===== src/rtl/seq_detect_prog.sv =====
// Programmable Moore serial-sequence detector with tick-paced sampling and a
// saturating match counter. Pattern, length and overlap mode are latched on entry to RUN.
module seq_detect_prog #(
  parameter int unsigned MAX_LEN = 8,
  parameter int unsigned LEN_W   = 4,
  parameter int unsigned DIV     = 1,
  parameter int unsigned CNT_W   = 8
) (
  input  logic               clk,
  input  logic               rst,
  input  logic               en,
  input  logic               w,
  input  logic [MAX_LEN-1:0] pattern,
  input  logic [LEN_W-1:0]   len,
  input  logic               overlap,
  input  logic               clear_cnt,
  output logic               z,
  output logic               tick,
  output logic [CNT_W-1:0]   match_count
);

  localparam int unsigned DivW = (DIV > 1) ? $clog2(DIV) : 1;
  localparam logic [DivW-1:0] DivLast = DivW'(DIV - 1);

  typedef enum logic [0:0] {StIdle, StRun} state_e;

  state_e             state_q, state_d;
  logic [MAX_LEN-1:0] pat_q, pat_d;
  logic [LEN_W-1:0]   len_q, len_d;
  logic               ovl_q, ovl_d;
  // Only MAX_LEN-1 bits are kept; the incoming bit completes the window.
  logic [MAX_LEN-2:0] hist_q, hist_d;
  logic [LEN_W-1:0]   fill_q, fill_d;
  logic [DivW-1:0]    div_q, div_d;
  logic               z_q, z_d;
  logic [CNT_W-1:0]   cnt_q, cnt_d;

  logic [LEN_W-1:0]   len_eff;
  logic [MAX_LEN-1:0] hist_nxt;
  logic [MAX_LEN-1:0] mask;
  logic [LEN_W-1:0]   fill_inc;
  logic               tick_run;
  logic               match;

  always_comb begin
    if (len == '0) begin
      len_eff = LEN_W'(1);
    end else if (len > LEN_W'(MAX_LEN)) begin
      len_eff = LEN_W'(MAX_LEN);
    end else begin
      len_eff = len;
    end
  end

  assign tick     = (state_q == StRun) && (div_q == DivLast);
  assign tick_run = tick && en;
  assign hist_nxt = {hist_q, w};
  assign mask     = {MAX_LEN{1'b1}} >> (LEN_W'(MAX_LEN) - len_q);
  assign fill_inc = (fill_q == len_q) ? fill_q : fill_q + LEN_W'(1);
  assign match    = tick_run && (fill_inc == len_q) && ((hist_nxt & mask) == (pat_q & mask));

  always_comb begin
    state_d = state_q;
    pat_d   = pat_q;
    len_d   = len_q;
    ovl_d   = ovl_q;
    hist_d  = hist_q;
    fill_d  = fill_q;
    div_d   = div_q;
    z_d     = z_q;
    unique case (state_q)
      StIdle: begin
        hist_d = '0;
        fill_d = '0;
        div_d  = '0;
        z_d    = 1'b0;
        if (en) begin
          state_d = StRun;
          pat_d   = pattern;
          len_d   = len_eff;
          ovl_d   = overlap;
        end
      end
      StRun: begin
        if (!en) begin
          state_d = StIdle;
          hist_d  = '0;
          fill_d  = '0;
          div_d   = '0;
          z_d     = 1'b0;
        end else begin
          div_d = (div_q == DivLast) ? '0 : div_q + DivW'(1);
          if (tick_run) begin
            hist_d = hist_nxt[MAX_LEN-2:0];
            fill_d = (match && !ovl_q) ? '0 : fill_inc;
            z_d    = match;
          end
        end
      end
      default: state_d = StIdle;
    endcase
  end

  always_comb begin
    cnt_d = cnt_q;
    if (clear_cnt) begin
      cnt_d = CNT_W'(match);
    end else if (match && (cnt_q != {CNT_W{1'b1}})) begin
      cnt_d = cnt_q + CNT_W'(1);
    end
  end

  always_ff @(posedge clk) begin
    if (rst) begin
      state_q <= StIdle;
      pat_q   <= '0;
      len_q   <= '0;
      ovl_q   <= 1'b0;
      hist_q  <= '0;
      fill_q  <= '0;
      div_q   <= '0;
      z_q     <= 1'b0;
      cnt_q   <= '0;
    end else begin
      state_q <= state_d;
      pat_q   <= pat_d;
      len_q   <= len_d;
      ovl_q   <= ovl_d;
      hist_q  <= hist_d;
      fill_q  <= fill_d;
      div_q   <= div_d;
      z_q     <= z_d;
      cnt_q   <= cnt_d;
    end
  end

  assign z           = z_q;
  assign match_count = cnt_q;

endmodule

===== config.mk =====
export PLATFORM = sky130hd
export DESIGN_NAME = seq_detect_prog
export DESIGN_NICKNAME = d
export VERILOG_FILES = /design/src/rtl/seq_detect_prog.sv
export SDC_FILE = /design/constraint.sdc
export NUM_CORES = 1
export LEC_CHECK = 0
export CAP_MARGIN = 20
export CORE_UTILIZATION = 52
export CTS_CLUSTER_SIZE = 12
export DETAILED_ROUTE_END_ITERATION = 6
export HOLD_SLACK_MARGIN = 0.02
export PLACE_DENSITY = 0.79
export SETUP_SLACK_MARGIN = 0.3
export SLEW_MARGIN = 30
export SYNTH_ARGS = -nofsm -noshare
export SYNTH_HDL_FRONTEND = slang
export SYNTH_SLANG_ARGS = --single-unit

===== constraint.sdc =====
create_clock -name clk -period 2.3 [get_ports clk]
set_input_delay 0.46 -clock clk [delete_from_list [all_inputs] [get_ports clk]]
set_output_delay 0.46 -clock clk [all_outputs]
set_load 0.005 [all_outputs]

==> impl_metrics.toml, run 1 <==
[placed_design]
place_congestion = 0.841
hpwlAfterDp_microns = 2660
placed_cells = 263
io_buffers = 27

[routing]
viasPerCell = 5.67
antenna_left = 0
drc = 0
drt-initial-drc-count = 110
finalWirelength_microns = 4210
num_vias = 1598
drt_pass1_iterations = 4
wire_per_inst_microns = 14.9

[synth]
async_flop_share_pct = 0
synthMuxAreaShare_pct = 0.608
syn_inst = 189
synth_top_family_by_area = "simple AND/OR/NAND/NOR gates"
synth_area_leaders = "dfxtp_1 (41%), nand2_1 (6.4%), a21oi_1 (5.5%)"
yosysWarnings = 0
synth_fa_ha_area_share_pct = 3.80
syn_avg_cell_area_sq_um = 8.71
synth_area_sq_mm = 0.00165
yosysTopAreaCell = "dfxtp_1"
dominantRegCellSynth = "dfxtp_1"
synth_fp_nets = 212
synth_cell_types = 40
synth-simple-area-share_pct = 26.2
yosysSeqAreaShare_pct = 41.4
synth_common_cells = "dfxtp_1 (34), nand2_1 (28), a21oi_1 (18), xnor2_1 (10)"
yosysMostFrequentCell = "dfxtp_1"
ys_ff_latch = 34
synth-edff-count = 0
synth_xor_xnor_area_share_pct = 10.6
synth_compound_area_share_pct = 14.7
netlist.area_leader.share_pct = 41.4

[worst_setup_path]
r2r_end = "match_count[3]"
r2r_slack_ns = 0.16
critPathLaunch = "fill_q[1]"
worst-setup-path-type = "flip-flop to flip-flop"
end_kind = "flip-flop"
critPathMaxFanout = 3
cp-start-kind = "flip-flop"
required_ns = 2.59
timing.rr.start = "fill_q[1]"
reg2regPathDepth = 7
arrival_ns = 2.43
endpoint = "match_count[3]"

[timing]
slew_viol_final = 0
fin_skew_ns = 0.00700
hold_ws_ns = 0.473
max-slew-margin-rel_pct = 62.2
finalCritPeriodShare_pct = 93.1
hold_viol_final = 0
worst_pin_slew_ns = 0.566
rsz0062_at_grt = "yes"
fmax_mhz = 467
setup_violations = 0
min_period_ns = 2.14

[layout]
syn2layout_area_growth_pct = 41.7
nNetsFinal = 260
finalNonFillerCells = 282
fin_util_pct = 77.0
drive_gt1_share_pct = 27.7
diodes = 0

[clock_tree]
clkTransAtPathRegs_ns = 0.11
h-tree-depth = 2
numCtsBuffers = 5
cts_tree = "built"
root_buffer = "clkbuf_4"
cts.sinks = 34
clockBufferDepth = 2
clock_latency_ns = 0.34

[run_status]
status = "complete, no violations"

[floorplanning]
die_area_sq_mm = 0.00339
initial_utilization_pct = 54.3
floorplan.rows = 20
core-area_sq_mm = 0.00303
io_pins = 28
fp.dieW_microns = 58.3
die_y_microns = 58.3

[global_routing]
grt_max_degree = 15
antenna_found_initial = 0
overflow = 0
grt_pass1_wl_microns = 6280
grtUsageTotal_pct = 24.4
grt_pass1_vias = 1479

[pwr]
p_per_area_mw_per_mm2 = 517
p_total_mw = 1.20
p_leak_nw = 0.875
peakVddDrop_uv = 351

[run]
maxCapViolations = 0

[min_path]
hp-class = "flip-flop to flip-flop"
## stage by stage
stage	TNS, ns	area, sq um	worst slack [ns]
2_1_floorplan	0	1660	0.211
4_1_cts	0	2170	0.171
6_report	0	2330	0.158
3_3_place_gp	-0.337	2020	-0.0756
5_1_grt	0	2330	0.0622
3_5_place_dp	-1.55	2020	-0.233
## critical path: stages, from the launching register on
cell,delay (ns)
dfxtp_4,0.37
xor2_2,0.17
or4b_4,0.58
nor3_4,0.21
buf_4,0.15
o211ai_1,0.10
or3_1,0.38
a21oi_2,0.13
## logic make-up (layout without fill, tap and decap cells)
group                      Yosys count  after routing
and+or+nand+nor                     82             82
muxes                                1              1
xor gates and xnor gates            19             19
buffers and inverters               10             59
adders and majority gates            5              5
AOI/OAI and AO/OA                   38             38
DFF                                 34             34
## worst min-delay path by stage
| stage | start | to | slack, ns | cells past startpoint |
|---|---|---|---|---|
| after global routing | pat_q[3] | pat_q[3] | 0.50 | 2 |
| after global placement | ovl_q | ovl_q | 0.45 | 2 |
| final | pat_q[3] | pat_q[3] | 0.47 | 2 |
| after detailed placement | ovl_q | ovl_q | 0.45 | 2 |
| after floorplan | ovl_q | ovl_q | 0.44 | 2 |
| after CTS | pat_q[3] | pat_q[3] | 0.47 | 2 |
## sequential cells by signal (all words and copies together) (netlist names)
signal       count
ovl_q            1
fill_q           4
pat_q            8
hist_q           7
state_q          1
z                1
len_q            4
match_count      8
## power by group
group / internal, mW / switching, mW
registers: 0.601 / 0.0136
logic: 0.120 / 0.112
clock network: 0.147 / 0.211
total: 0.867 / 0.337
## cell usage in the layout, fill, tap and decap left out, types with 3 or more instances in the layout
| cell | n |
|---|---|
| a21oi_1 | 15 |
| a21oi_2 | 3 |
| and2_1 | 7 |
| and3_1 | 4 |
| buf_4 | 17 |
| buf_6 | 3 |
| clkbuf_4 | 5 |
| clkdlybuf4s50_1 | 27 |
| dfxtp_1 | 29 |
| dfxtp_4 | 4 |
| ha_1 | 3 |
| nand2_1 | 27 |
| nand3_1 | 6 |
| nand3b_1 | 3 |
| nor2_1 | 8 |
| nor3_1 | 5 |
| o21ai_0 | 3 |
| o31ai_2 | 3 |
| xnor2_1 | 9 |
| xor2_1 | 5 |
| xor2_2 | 4 |
## cell type report
type / instances / area, sq um
Multi-Input combinational cell: 145 / 1070
Sequential cell: 34 / 697
Fill cell: 215 / 697
Timing Repair Buffer: 47 / 432
Tap cell: 44 / 55.1
Clock buffer: 6 / 51.3
Inverter: 4 / 15.0
Clock inverter: 2 / 12.5
## layer usage
metal  wire, microns  vias up  GRT usage, %  part of all wire [%]
li1                -      758             -                     -
met1            1660      771          28.4                    39
met2            2220       56          41.2                    53
met3             227       13          7.14                   5.4
met4             101        0          11.2                   2.4
met5               0        -             0                     0
## what timing repair did
item,4_1_cts,5_1_grt
gates cloned,0,0
buffers inserted,7,4
hold buffers,0,0
resized for setup,11,29
pin swaps,15,20
setup endpoints to repair,13,13
Note: power is estimated with default switching activity, not from simulation.
==> inputs of run 2 (changes only) <==
--- a/config.mk
+++ b/config.mk
@@ -6,11 +6,11 @@
 export NUM_CORES = 1
 export LEC_CHECK = 0
 export CAP_MARGIN = 20
-export CORE_UTILIZATION = 52
+export CORE_UTILIZATION = 42
 export CTS_CLUSTER_SIZE = 12
 export DETAILED_ROUTE_END_ITERATION = 6
 export HOLD_SLACK_MARGIN = 0.02
-export PLACE_DENSITY = 0.79
+export PLACE_DENSITY = 0.66
 export SETUP_SLACK_MARGIN = 0.3
 export SLEW_MARGIN = 30
 export SYNTH_ARGS = -nofsm -noshare
==> run 2 against run 1 <==
  * Flip-flop and latch count is the same
  * Clock power grew 14%
  * Via count shrank 1.2%
  * Sequential share of layout area shrank 0.59 points
  * Critical endpoint is now match_count[2]
==> impl_metrics.toml, run 2 (synthesis gave the netlist of run 1 again) <==
[run_status]
status = "complete, no violations"

[routing]
drt-initial-drc-count = 127
num_vias = 1579
wire_per_inst_microns = 14.9
drt_pass1_iterations = 4
drc = 0
viasPerCell = 5.48
antenna_left = 0
finalWirelength_microns = 4300

[layout]
nNetsFinal = 263
drive_gt1_share_pct = 27.1
layout_common_cells = "nand2_1 (27), dfxtp_1 (27), clkdlybuf4s50_1 (27)"
finalNonFillerCells = 288
nFillCells = 310
syn2layout_area_growth_pct = 45.6
diodes = 0

[timing]
hold_ws_ns = 0.469
fin_skew_ns = 0.00281
finalCritPeriodShare_pct = 94.2
rsz0062_at_grt = "yes"
setup_violations = 0
min_period_ns = 2.17
max-slew-margin-rel_pct = 65.5
worst_pin_slew_ns = 0.517
fmax_mhz = 462
slew_viol_final = 0
hold_viol_final = 0

[placed_design]
place_congestion = 0.841
io_buffers = 27
hpwlAfterDp_microns = 2720
placed_cells = 266

[global_routing]
grtUsageTotal_pct = 22.2
antenna_found_initial = 0
overflow = 0
grt_max_degree = 15
grt_pass1_vias = 1590
grt_pass1_wl_microns = 7060

[floorplanning]
die_y_microns = 64.6
initial_utilization_pct = 44.3
die_area_sq_mm = 0.00417
fp.dieW_microns = 64.6
io_pins = 28
floorplan.rows = 22
core-area_sq_mm = 0.00372

[worst_setup_path]
path_delay_family = "simple AND/OR/NAND/NOR gates"
critPathLaunch = "fill_q[1]"
critPathBufInv = 1
slowest_delay_ns = 0.57
cp-start-kind = "flip-flop"
timing.rr.start = "fill_q[1]"
end_kind = "flip-flop"
arrival_ns = 2.39
required_ns = 2.52
crit_chain = "xor2_4, or4b_4, buf_6, nand2_4, nand3_4, or4_1, a21oi_2"
critPathMaxFanout = 5
cp.depth = 7
reg2regPathDepth = 7
worst-setup-path-type = "flip-flop to flip-flop"
cp_slowest_cell = "or4b_4"

[min_path]
hp-start = "pat_q[3]"
hp-class = "flip-flop to flip-flop"
whs_path_depth = 2

[pwr]
p_per_area_mw_per_mm2 = 534
peakVddDrop_uv = 379
p_leak_nw = 0.902

[clock_tree]
cts.sinks = 34
clockBufferDepth = 2
numCtsBuffers = 5
cts_hold_buf = 0
h-tree-depth = 2
clkTransAtPathRegs_ns = 0.07
cts_tree = "built"
clock_latency_ns = 0.28
root_buffer = "clkbuf_8"

[run]
maxCapViolations = 0
## run 2: layout make-up
| cell class | count | area [sq um] | share of cell area [%] |
|---|---|---|---|
| Inverter | 4 | 15.0 | 0.627 |
| Sequential cell | 34 | 702 | 29.3 |
| Multi-Input combinational cell | 146 | 1090 | 45.5 |
| Tap cell | 48 | 60.1 | 2.51 |
| Timing Repair Buffer | 49 | 450 | 18.8 |
| Clock buffer | 5 | 68.8 | 2.87 |
| Clock inverter | 2 | 10.0 | 0.418 |
## run 2: per-stage QoR
step | setup TNS (ns) | worst slack, ns | total power [mW] | utilization [%] | instance area [sq um]
floorplan | 0 | 0.211 | 0.735 | - | 1660
global placement | -0.288 | -0.0851 | 0.797 | 54.2 | 2010
detailed placement | -0.711 | -0.149 | 0.803 | 54.2 | 2010
CTS | 0 | 0.178 | 1.27 | 62.1 | 2310
global route | 0 | 0.0762 | 1.35 | 64.4 | 2390
finish | 0 | 0.134 | 1.28 | 64.4 | 2390
## run 2: tightest hold or removal path: stages (launching register included)
cell and delay (ns):
dfxtp_1 0.32, nand2_1 0.05, a21oi_1 0.05
## run 2: final timing paths
kind | to | slack, ns
max | match_count[2] | 0.13
min | pat_q[3] | 0.47
max reg2reg | match_count[2] | 0.13
min reg2reg | pat_q[3] | 0.47
## run 2: metal layers
| metal | up-vias | share of wire (%) | global-route usage [%] |
|---|---|---|---|
| li1 | 768 | - | - |
| met1 | 756 | 41 | 24.6 |
| met3 | 13 | 3.3 | 5.81 |
| met4 | 0 | 3.1 | 11.4 |
| met2 | 42 | 52 | 38.9 |
| met5 | - | 0 | 0 |
## run 2: report_power, final
part | leakage [nW] | total [mW] | internal (mW) | switching [mW]
Combinational | 0.577 | 0.256 | 0.135 | 0.121
Clock | 0.0438 | 0.408 | 0.203 | 0.205
Sequential | 0.281 | 0.615 | 0.600 | 0.0147
## run 2: timing repair
action,4_1_cts,5_1_grt
endpoints found under the setup margin,13,13
hold endpoints to repair,0,0
gates cloned,1,0
setup buffers,13,1
pin swaps,19,10
resized for setup,28,17
